<file path="src/rtl/regfile_burst_ctrl.sv">
// Burst read/write initiator for a 16x8 register file with a one-cycle registered read.
// It drives the file's address, en_write and data_in pins and returns read words over a valid/ready stream.
module regfile_burst_ctrl #(
    parameter int unsigned ADDR_W = 4,
    parameter int unsigned DATA_W = 8
) (
    input  logic              clock,
    input  logic              reset_n,
    input  logic              cmd_valid,
    output logic              cmd_ready,
    input  logic              cmd_write,
    input  logic [ADDR_W-1:0] cmd_addr,
    input  logic [ADDR_W-1:0] cmd_len,
    input  logic [DATA_W-1:0] wr_data,
    input  logic              wr_valid,
    output logic              wr_ready,
    output logic [DATA_W-1:0] rd_data,
    output logic              rd_valid,
    input  logic              rd_ready,
    output logic              busy,
    output logic              done,
    output logic [ADDR_W-1:0] rf_address,
    output logic              rf_en_write,
    output logic [DATA_W-1:0] rf_data_in,
    input  logic [DATA_W-1:0] rf_data_out
);

    localparam int unsigned STATE_W = 3;

    typedef enum logic [STATE_W-1:0] {
        S_IDLE,
        S_WR_WAIT,
        S_WR_PULSE,
        S_RD_ISSUE,
        S_RD_CAPTURE,
        S_RD_HOLD,
        S_DONE
    } state_t;

    state_t            state_q;
    state_t            state_d;
    logic [ADDR_W-1:0] cur_addr_q;
    logic [ADDR_W-1:0] cur_addr_d;
    logic [ADDR_W-1:0] remaining_q;
    logic [ADDR_W-1:0] remaining_d;

    logic              cmd_ready_d;
    logic              wr_ready_d;
    logic              rd_valid_d;
    logic              busy_d;
    logic              done_d;
    logic              rf_en_write_d;
    logic [ADDR_W-1:0] rf_address_d;
    logic [DATA_W-1:0] rf_data_in_d;
    logic [DATA_W-1:0] rd_data_d;

    // State, burst counters and every output are registered here.
    always_ff @(posedge clock or negedge reset_n) begin
        if (!reset_n) begin
            state_q     <= S_IDLE;
            cur_addr_q  <= '0;
            remaining_q <= '0;
            cmd_ready   <= 1'b0;
            wr_ready    <= 1'b0;
            rd_valid    <= 1'b0;
            busy        <= 1'b0;
            done        <= 1'b0;
            rf_en_write <= 1'b0;
            rf_address  <= '0;
            rf_data_in  <= '0;
            rd_data     <= '0;
        end else begin
            state_q     <= state_d;
            cur_addr_q  <= cur_addr_d;
            remaining_q <= remaining_d;
            cmd_ready   <= cmd_ready_d;
            wr_ready    <= wr_ready_d;
            rd_valid    <= rd_valid_d;
            busy        <= busy_d;
            done        <= done_d;
            rf_en_write <= rf_en_write_d;
            rf_address  <= rf_address_d;
            rf_data_in  <= rf_data_in_d;
            rd_data     <= rd_data_d;
        end
    end

    // Next state and burst bookkeeping; the address wraps naturally at ADDR_W bits.
    always_comb begin
        state_d     = state_q;
        cur_addr_d  = cur_addr_q;
        remaining_d = remaining_q;
        unique case (state_q)
            S_IDLE: begin
                if (cmd_valid && cmd_ready) begin
                    cur_addr_d  = cmd_addr;
                    remaining_d = cmd_len;
                    state_d     = cmd_write ? S_WR_WAIT : S_RD_ISSUE;
                end
            end
            S_WR_WAIT: begin
                if (wr_valid && wr_ready) state_d = S_WR_PULSE;
            end
            S_WR_PULSE: begin
                if (remaining_q == '0) begin
                    state_d = S_DONE;
                end else begin
                    cur_addr_d  = cur_addr_q + ADDR_W'(1);
                    remaining_d = remaining_q - ADDR_W'(1);
                    state_d     = S_WR_WAIT;
                end
            end
            S_RD_ISSUE:   state_d = S_RD_CAPTURE;
            S_RD_CAPTURE: state_d = S_RD_HOLD;
            S_RD_HOLD: begin
                if (rd_valid && rd_ready) begin
                    if (remaining_q == '0) begin
                        state_d = S_DONE;
                    end else begin
                        cur_addr_d  = cur_addr_q + ADDR_W'(1);
                        remaining_d = remaining_q - ADDR_W'(1);
                        state_d     = S_RD_ISSUE;
                    end
                end
            end
            S_DONE:  state_d = S_IDLE;
            default: state_d = S_IDLE;
        endcase
    end

    // Output values for the coming cycle, decoded from the state being entered.
    always_comb begin
        cmd_ready_d   = (state_d == S_IDLE);
        busy_d        = (state_d != S_IDLE);
        wr_ready_d    = (state_d == S_WR_WAIT);
        rf_en_write_d = (state_d == S_WR_PULSE);
        rd_valid_d    = (state_d == S_RD_HOLD);
        done_d        = (state_d == S_DONE);
        rf_address_d  = rf_address;
        rf_data_in_d  = rf_data_in;
        rd_data_d     = rd_data;
        if (state_q == S_WR_WAIT && state_d == S_WR_PULSE) begin
            rf_address_d = cur_addr_q;
            rf_data_in_d = wr_data;
        end
        if (state_d == S_RD_ISSUE) rf_address_d = cur_addr_d;
        // The file's write-cycle zeroing never lands here: en_write is low in all read states.
        if (state_q == S_RD_CAPTURE) rd_data_d = rf_data_out;
    end

endmodule

</file>
<file path="config.mk">
export PLATFORM = sky130hd
export DESIGN_NAME = regfile_burst_ctrl
export DESIGN_NICKNAME = d
export VERILOG_FILES = /design/src/rtl/regfile_burst_ctrl.sv
export SDC_FILE = /design/constraint.sdc
export NUM_CORES = 1
export LEC_CHECK = 0
export BUFFER_PORTS_ARGS = -buffer_cell sky130_fd_sc_hd__buf_2
export CAP_MARGIN = 25
export CORE_MARGIN = 8
export CORE_UTILIZATION = 33
export CTS_CLUSTER_DIAMETER = 40
export DETAILED_ROUTE_END_ITERATION = 7
export PLACE_DENSITY = 0.59
export SYNTH_ARGS = -nofsm -noshare
export SYNTH_HDL_FRONTEND = slang
export SYNTH_SLANG_ARGS = --single-unit
</file>
<file path="constraint.sdc">
create_clock -name clock -period 2.6 [get_ports clock]
set_input_delay 0.52 -clock clock [delete_from_list [all_inputs] [get_ports clock]]
set_output_delay 0.52 -clock clock [all_outputs]
set_load 0.02 [all_outputs]
</file>
==> results.py, run 1 <==
metrics = {
    "place": {
        "post-place-cells": 260,
        "dp_hpwl_um": 2950,
        "io_buffer_count": 55,
        "place_ws_ns": 0.353,
        "gp_congestion": 0.760,
    },
    "synthesis": {
        "synthTopCellsByArea": "dfrtp_1, mux2_2, mux2_1, a221o_1, nor3b_1",
        "synthFlopType": "dfrtp_1",
        "synth_top_area_share_pct": 54.9,
        "synth_cells": 137,
        "synth_fp_nets": 169,
        "avgSynthCellArea_um2": 12.3,
        "synth_cell_types": 36,
        "synth-seq-cells": 37,
        "ys_warn_count": 0,
        "ys_async_sr_fraction_pct": 100,
        "yosysMostFrequentCell": "dfrtp_1",
        "synth_area_um2": 1690,
        "synth_common_cells": "dfrtp_1, mux2_2, mux2_1",
        "synth_edf_count": 0,
        "yosysSeqAreaShare_pct": 54.9,
        "yosys.area.top_type": "dfrtp_1",
    },
    "power": {
        "peakVddDrop_mv": 0.483,
        "cell_internal_pwr_mw": 1.60,
        "total_power_mw": 2.70,
        "power_density_nw_per_um2": 1260,
        "power_frac_seq_pct": 38.3,
        "clkPwrFrac_pct": 14.9,
        "p_comb_share_pct": 46.8,
        "switching_power_mw": 1.11,
        "switching_share_pct": 40.9,
        "leakage_nw": 1.03,
    },
    "sta": {
        "hold_viol": 0,
        "period_needed_ns": 2.25,
        "finalSetupViolations": 0,
        "tightest_slew_ns": 0.804,
        "max_clock_freq_mhz": 444,
        "finalSetupTns_ns": 0,
        "drv_slew": 0,
        "relSlewSlack_pct": 46.4,
        "grt_setup_unrepaired": "false",
        "fin_ws_ns": 0.345,
        "post-route-period-util_pct": 86.7,
        "fin_skew_ns": 0.00293,
        "whs_ns": 0.316,
    },
    "global_route": {
        "grt_pass1_wl_um": 6260,
        "grt_overflow": 0,
        "grt_pass1_vias": 1295,
        "grt_max_degree": 38,
        "antenna_found_initial": 0,
        "track_usage_pct": 10.6,
    },
    "floorplanning": {
        "initial_core_util_pct": 33.7,
        "coreArea_um2": 5010,
        "placementRows": 26,
        "ioPinCount": 56,
        "die_x_um": 87.5,
        "dieArea_um2": 7660,
        "die_y_um": 87.5,
    },
    "worst_setup_path": {
        "setup.worst_path.start_class": "register",
        "slowest_delay_ns": 0.49,
        "cp_num_buf_inv": 1,
        "cp.depth": 6,
        "cp-end-kind": "register",
        "worstSetupPathType": "register to register",
        "cp_top_family": "simple AND/OR/NAND/NOR gates",
        "worst_ep_arrival_time_ns": 2.43,
        "crit_slowest_cell": "or3b_1",
        "crit_required_ns": 2.77,
        "cp_max_fo": 6,
        "path_cells": "inv_1 > ha_1 > or3b_1 > a2111o_1 > nand2_1 > mux2_2",
        "r2r_cells": 6,
    },
    "worst_hold_path": {
        "hold_path.class": "input pin to async pin",
    },
    "route": {
        "drt_wl_total_um": 3780,
        "num_vias": 1238,
        "drtAntennaViolNets": 0,
        "viasPerCell": 4.62,
        "routedWlPerCell_um": 14.1,
        "dr.first_iter.drc_count": 58,
        "drc": 0,
        "dr.pass1.iters": 4,
    },
    "clocking": {
        "clock-sinks": 37,
        "cts_hold_buf": 0,
        "cts_tree": "built",
        "cts_setup_buffers": 0,
        "cts-buffers-inserted": 5,
        "clkLatencyLatePin_ns": 0.29,
        "ctsRootBufferMaster": "clkbuf_8",
        "path_clk_slew_ns": 0.08,
        "clk_path_buf_depth": 2,
        "ctsResizeCount": 0,
        "ctsHtreeMaxLevel": 2,
    },
    "layout": {
        "drive_gt1_share_pct": 42.9,
        "diodes": 0,
        "fin_nets": 229,
        "syn_to_final_growth_pct": 27.0,
        "fin_cells": 268,
    },
    "run": {
        "max_cap_viol_count": 0,
    },
    "status": {
        "outcome": "complete, no violations",
    },
}
## path summary, 6_finish.rpt
| path | start | end | slack (ns) |
|---|---|---|---|
| setup / recovery | remaining_q[0] | rf_address[0] | 0.35 |
| hold / removal | reset_n | rd_data[3] | 0.32 |
| setup reg to reg | remaining_q[0] | rf_address[0] | 0.35 |
| hold reg to reg | rf_data_in[3] | rf_data_in[3] | 0.48 |
| max in group asynchronous | reset_n | done | 1.78 |
| min in group clock | wr_data[0] | rf_data_in[0] | 0.44 |
## per-layer routing
layer,wire length (µm),global-route usage (%),share of wire (%),up-vias
met4,57,5.16,1.5,0
met2,1890,17.6,50,25
met5,0,0,0,-
met3,185,3.11,4.9,5
met1,1640,12.3,44,590
li1,-,-,-,618
## area by class of cell
type / count / area, µm²
multi-input cells: 90 / 723
clock buffers: 5 / 68.8
flip-flops and latches: 37 / 926
well taps: 70 / 87.6
inverters: 5 / 18.8
fillers: 514 / 2870
repair buffers: 58 / 298
clock inverters: 3 / 21.3
## stage by stage
step	utilization [%]	area, µm²
floorplan	-	1690
global placement	41.0	2050
detailed placement	41.0	2050
CTS	42.8	2140
global route	42.8	2140
finish	42.8	2140
## flip-flops by register name, summed over array words and instances, names as in the netlist
| register | count |
|---|---|
| cur_addr_q | 4 |
| rf_data_in | 8 |
| rd_valid | 1 |
| rd_data | 8 |
| done | 1 |
| rf_address | 4 |
| rf_en_write | 1 |
| wr_ready | 1 |
| cmd_ready | 1 |
| remaining_q | 4 |
| state_q | 3 |
| busy | 1 |
## power by group through the flow
stage	clock (mW)	sequential, mW	combinational, mW
4_1_cts	0.423	1.04	1.29
5_1_grt	0.453	1.08	1.38
3_3_place_gp	0	1.04	1.28
3_5_place_dp	0	1.05	1.29
2_1_floorplan	0	1.23	0.698
6_report	0.404	1.03	1.26
## logic make-up (layout without fill, tap and decap cells)
logic type / Yosys count / after routing / synth area share (%)
fa+ha+maj: 2 / 2 / 1.48
compound gates: 27 / 27 / 11.7
buf+inv: 10 / 71 / 2.59
flops: 37 / 37 / 54.9
simple gates: 36 / 36 / 12.8
mux: 25 / 25 / 16.5
## cell usage in the layout (no fill, tap or decap), types with 5 or more instances in the layout
master | synthesis | layout
mux2_1 | 10 | 10
o21ai_1 | 5 | 5
mux2_2 | 13 | 13
nand2_1 | 7 | 7
buf_2 | 5 | 55
nor2_1 | 5 | 5
clkbuf_8 | 0 | 5
dfrtp_1 | 37 | 37
No activity file was read; power rests on OpenSTA's default activity.
==> run 2, diff against run 1 <==
- ABC_AREA: not set -> 1
- PLACE_DENSITY: 0.59 -> 0.58
==> run 2 against run 1 <==
Synthesized cell count increased by 49%. Final cell count up 26%. Register-to-register slack improved by 0.53 ns. Non-clock buffer count shrank 2. Utilization increased by 0.24 points. Critical path type unchanged.
==> results.py, run 2 <==
metrics = {
    "sta": {
        "tightest_slew_ns": 0.807,
        "hold_viol": 0,
        "relSlewSlack_pct": 46.2,
        "post-route-period-util_pct": 66.3,
        "drv_slew": 0,
        "fin_skew_ns": 0.00281,
        "period_needed_ns": 1.72,
        "finalSetupViolations": 0,
        "finalSetupTns_ns": 0,
        "max_clock_freq_mhz": 580,
        "grt_setup_unrepaired": "false",
    },
    "floorplanning": {
        "die_x_um": 90.7,
        "ioPinCount": 56,
        "dieArea_um2": 8230,
        "initial_core_util_pct": 33.9,
        "die_y_um": 90.7,
        "placementRows": 27,
        "coreArea_um2": 5440,
    },
    "power": {
        "leakage_nw": 1.29,
        "peakVddDrop_mv": 0.631,
        "total_power_mw": 2.92,
        "power_density_nw_per_um2": 1250,
    },
    "route": {
        "drt_wl_total_um": 4250,
        "num_vias": 1499,
        "routedWlPerCell_um": 12.6,
        "drc": 0,
        "dr.pass1.iters": 4,
        "drtAntennaViolNets": 0,
        "dr.first_iter.drc_count": 50,
        "viasPerCell": 4.43,
    },
    "synthesis": {
        "synth_fp_nets": 236,
        "synth_edf_count": 0,
        "synth_common_cells": "nand2_1, dfrtp_1, inv_1",
        "synth_cell_types": 29,
        "synth_area_um2": 1840,
        "yosys.area.top_type": "dfrtp_1",
        "synth_top_area_share_pct": 50.3,
        "synth_cells": 204,
        "yosysSeqAreaShare_pct": 50.3,
        "ys_async_sr_fraction_pct": 100,
        "synthTopCellsByArea": "dfrtp_1, nand2_1, mux2_2, nand3_1, nand3_2",
        "yosysMostFrequentCell": "nand2_1",
        "synthFlopType": "dfrtp_1",
        "ys_warn_count": 0,
        "avgSynthCellArea_um2": 9.03,
        "synth-seq-cells": 37,
    },
    "clocking": {
        "clk_path_buf_depth": 2,
        "ctsHtreeMaxLevel": 2,
        "cts_hold_buf": 0,
        "cts-buffers-inserted": 5,
        "clock-sinks": 37,
        "cts_tree": "built",
        "cts_setup_buffers": 0,
        "clkLatencyLatePin_ns": 0.29,
        "ctsRootBufferMaster": "clkbuf_8",
        "path_clk_slew_ns": 0.07,
        "ctsResizeCount": 0,
    },
    "worst_setup_path": {
        "r2r_cells": 9,
        "worstSetupPathType": "register to register",
        "worstReg2RegEnd": "cmd_ready",
        "setup.worst_path.start_class": "register",
        "timing.rr.start": "remaining_q[0]",
        "cp_max_fo": 7,
        "rrSetupSlack_ns": 0.88,
        "cp-end-kind": "register",
        "crit_required_ns": 2.79,
        "cp-startpoint": "remaining_q[0]",
        "endpoint": "cmd_ready",
        "worst_ep_arrival_time_ns": 1.91,
    },
    "run": {
        "max_cap_viol_count": 0,
    },
    "layout": {
        "drive_gt1_share_pct": 39.1,
        "syn_to_final_growth_pct": 27.0,
        "layout_commonest_cell": "nand2_1",
        "diodes": 0,
        "final_cell_mix": "nand2_1, buf_2, dfrtp_1, inv_1, nand3_1",
        "largestRegisters": "rd_data x8, rf_data_in x8",
        "fin_nets": 297,
        "fill_cells": 549,
    },
    "global_route": {
        "antenna_found_initial": 0,
        "track_usage_pct": 10.8,
        "grt_overflow": 0,
        "grt_max_degree": 38,
        "grt_pass1_vias": 1666,
        "grt_pass1_wl_um": 7380,
    },
    "place": {
        "dp_hpwl_um": 3240,
        "io_buffer_count": 55,
        "gp_congestion": 0.746,
    },
    "worst_hold_path": {
        "hold_path.class": "input pin to async pin",
    },
    "status": {
        "outcome": "complete, no violations",
    },
}
-- run 2: cell types whose count changed after synthesis, moves of 6 or more --
cell,previous run,this run
nand3_2,0,7
nor2_1,5,12
nand2_2,0,6
nand2_1,7,59
inv_1,4,18
nand3_1,1,15
mux2_1,10,0
-- run 2: cells by family (layout without fill, tap and decap cells) --
family          Yosys count  count (layout)  synth area share, %
buf+inv                  26              88                 5.50
fa+ha+maj                 2               2                 1.36
compound gates           13              13                 4.21
mux                       8               8                 4.89
flops                    37              37                 50.3
simple gates            118             118                 33.8
-- run 2: layer usage --
layer	wire, µm	global-route usage [%]	vias to the layer above
met5	0	0	-
met2	1840	17.0	41
li1	-	-	773
met4	52	2.91	0
met1	1980	12.6	679
met3	379	5.65	6
-- run 2: area by class of cell --
cell class	count	area, µm²	share of cell area (%)
Clock buffer	5	68.8	2.94
Tap cell	72	90.1	3.85
Inverter	24	92.6	3.96
Multi-Input combinational cell	141	815	34.8
Sequential cell	37	926	39.6
Clock inverter	3	65.1	2.78
Timing Repair Buffer	56	283	12.1
-- run 2: worst min-delay path by stage --
stage | from | to | cells after the start
after global placement | rf_data_in[0] | rf_data_in[0] | 2
after detailed placement | rf_data_in[7] | rf_data_in[7] | 2
final | reset_n | rf_data_in[2] | 1
after global routing | reset_n | rf_data_in[5] | 1
after floorplan | reset_n | busy | 0
after CTS | reset_n | rf_data_in[0] | 1
-- run 2: per-stage QoR --
stage / hold slack (ns) / utilization [%] / instance area, µm² / cells / setup WS, ns
after floorplan: 0.224 / - / 1840 / 204 / 1.11
final: 0.321 / 43.0 / 2340 / 338 / 0.877
after detailed placement: 0.456 / 40.6 / 2210 / 330 / 0.803
after global routing: 0.386 / 43.0 / 2340 / 338 / 0.648
after global placement: 0.453 / 40.6 / 2210 / 330 / 0.832
after CTS: 0.349 / 43.0 / 2340 / 338 / 0.844
-- run 2: where the power goes --
part | internal [mW] | switching, mW
clock | 0.381 | 0.212
combinational | 0.471 | 0.864
sequential | 0.831 | 0.160
total | 1.68 | 1.24
-- run 2: worst max-delay path: stages (launching register included) --
cell,delay [ns]
dfrtp_1,0.38
inv_1,0.11
ha_1,0.20
nand3_1,0.27
inv_1,0.21
nand2_4,0.08
nand4_1,0.13
clkinv_1,0.12
nand3_2,0.09
inv_1,0.04
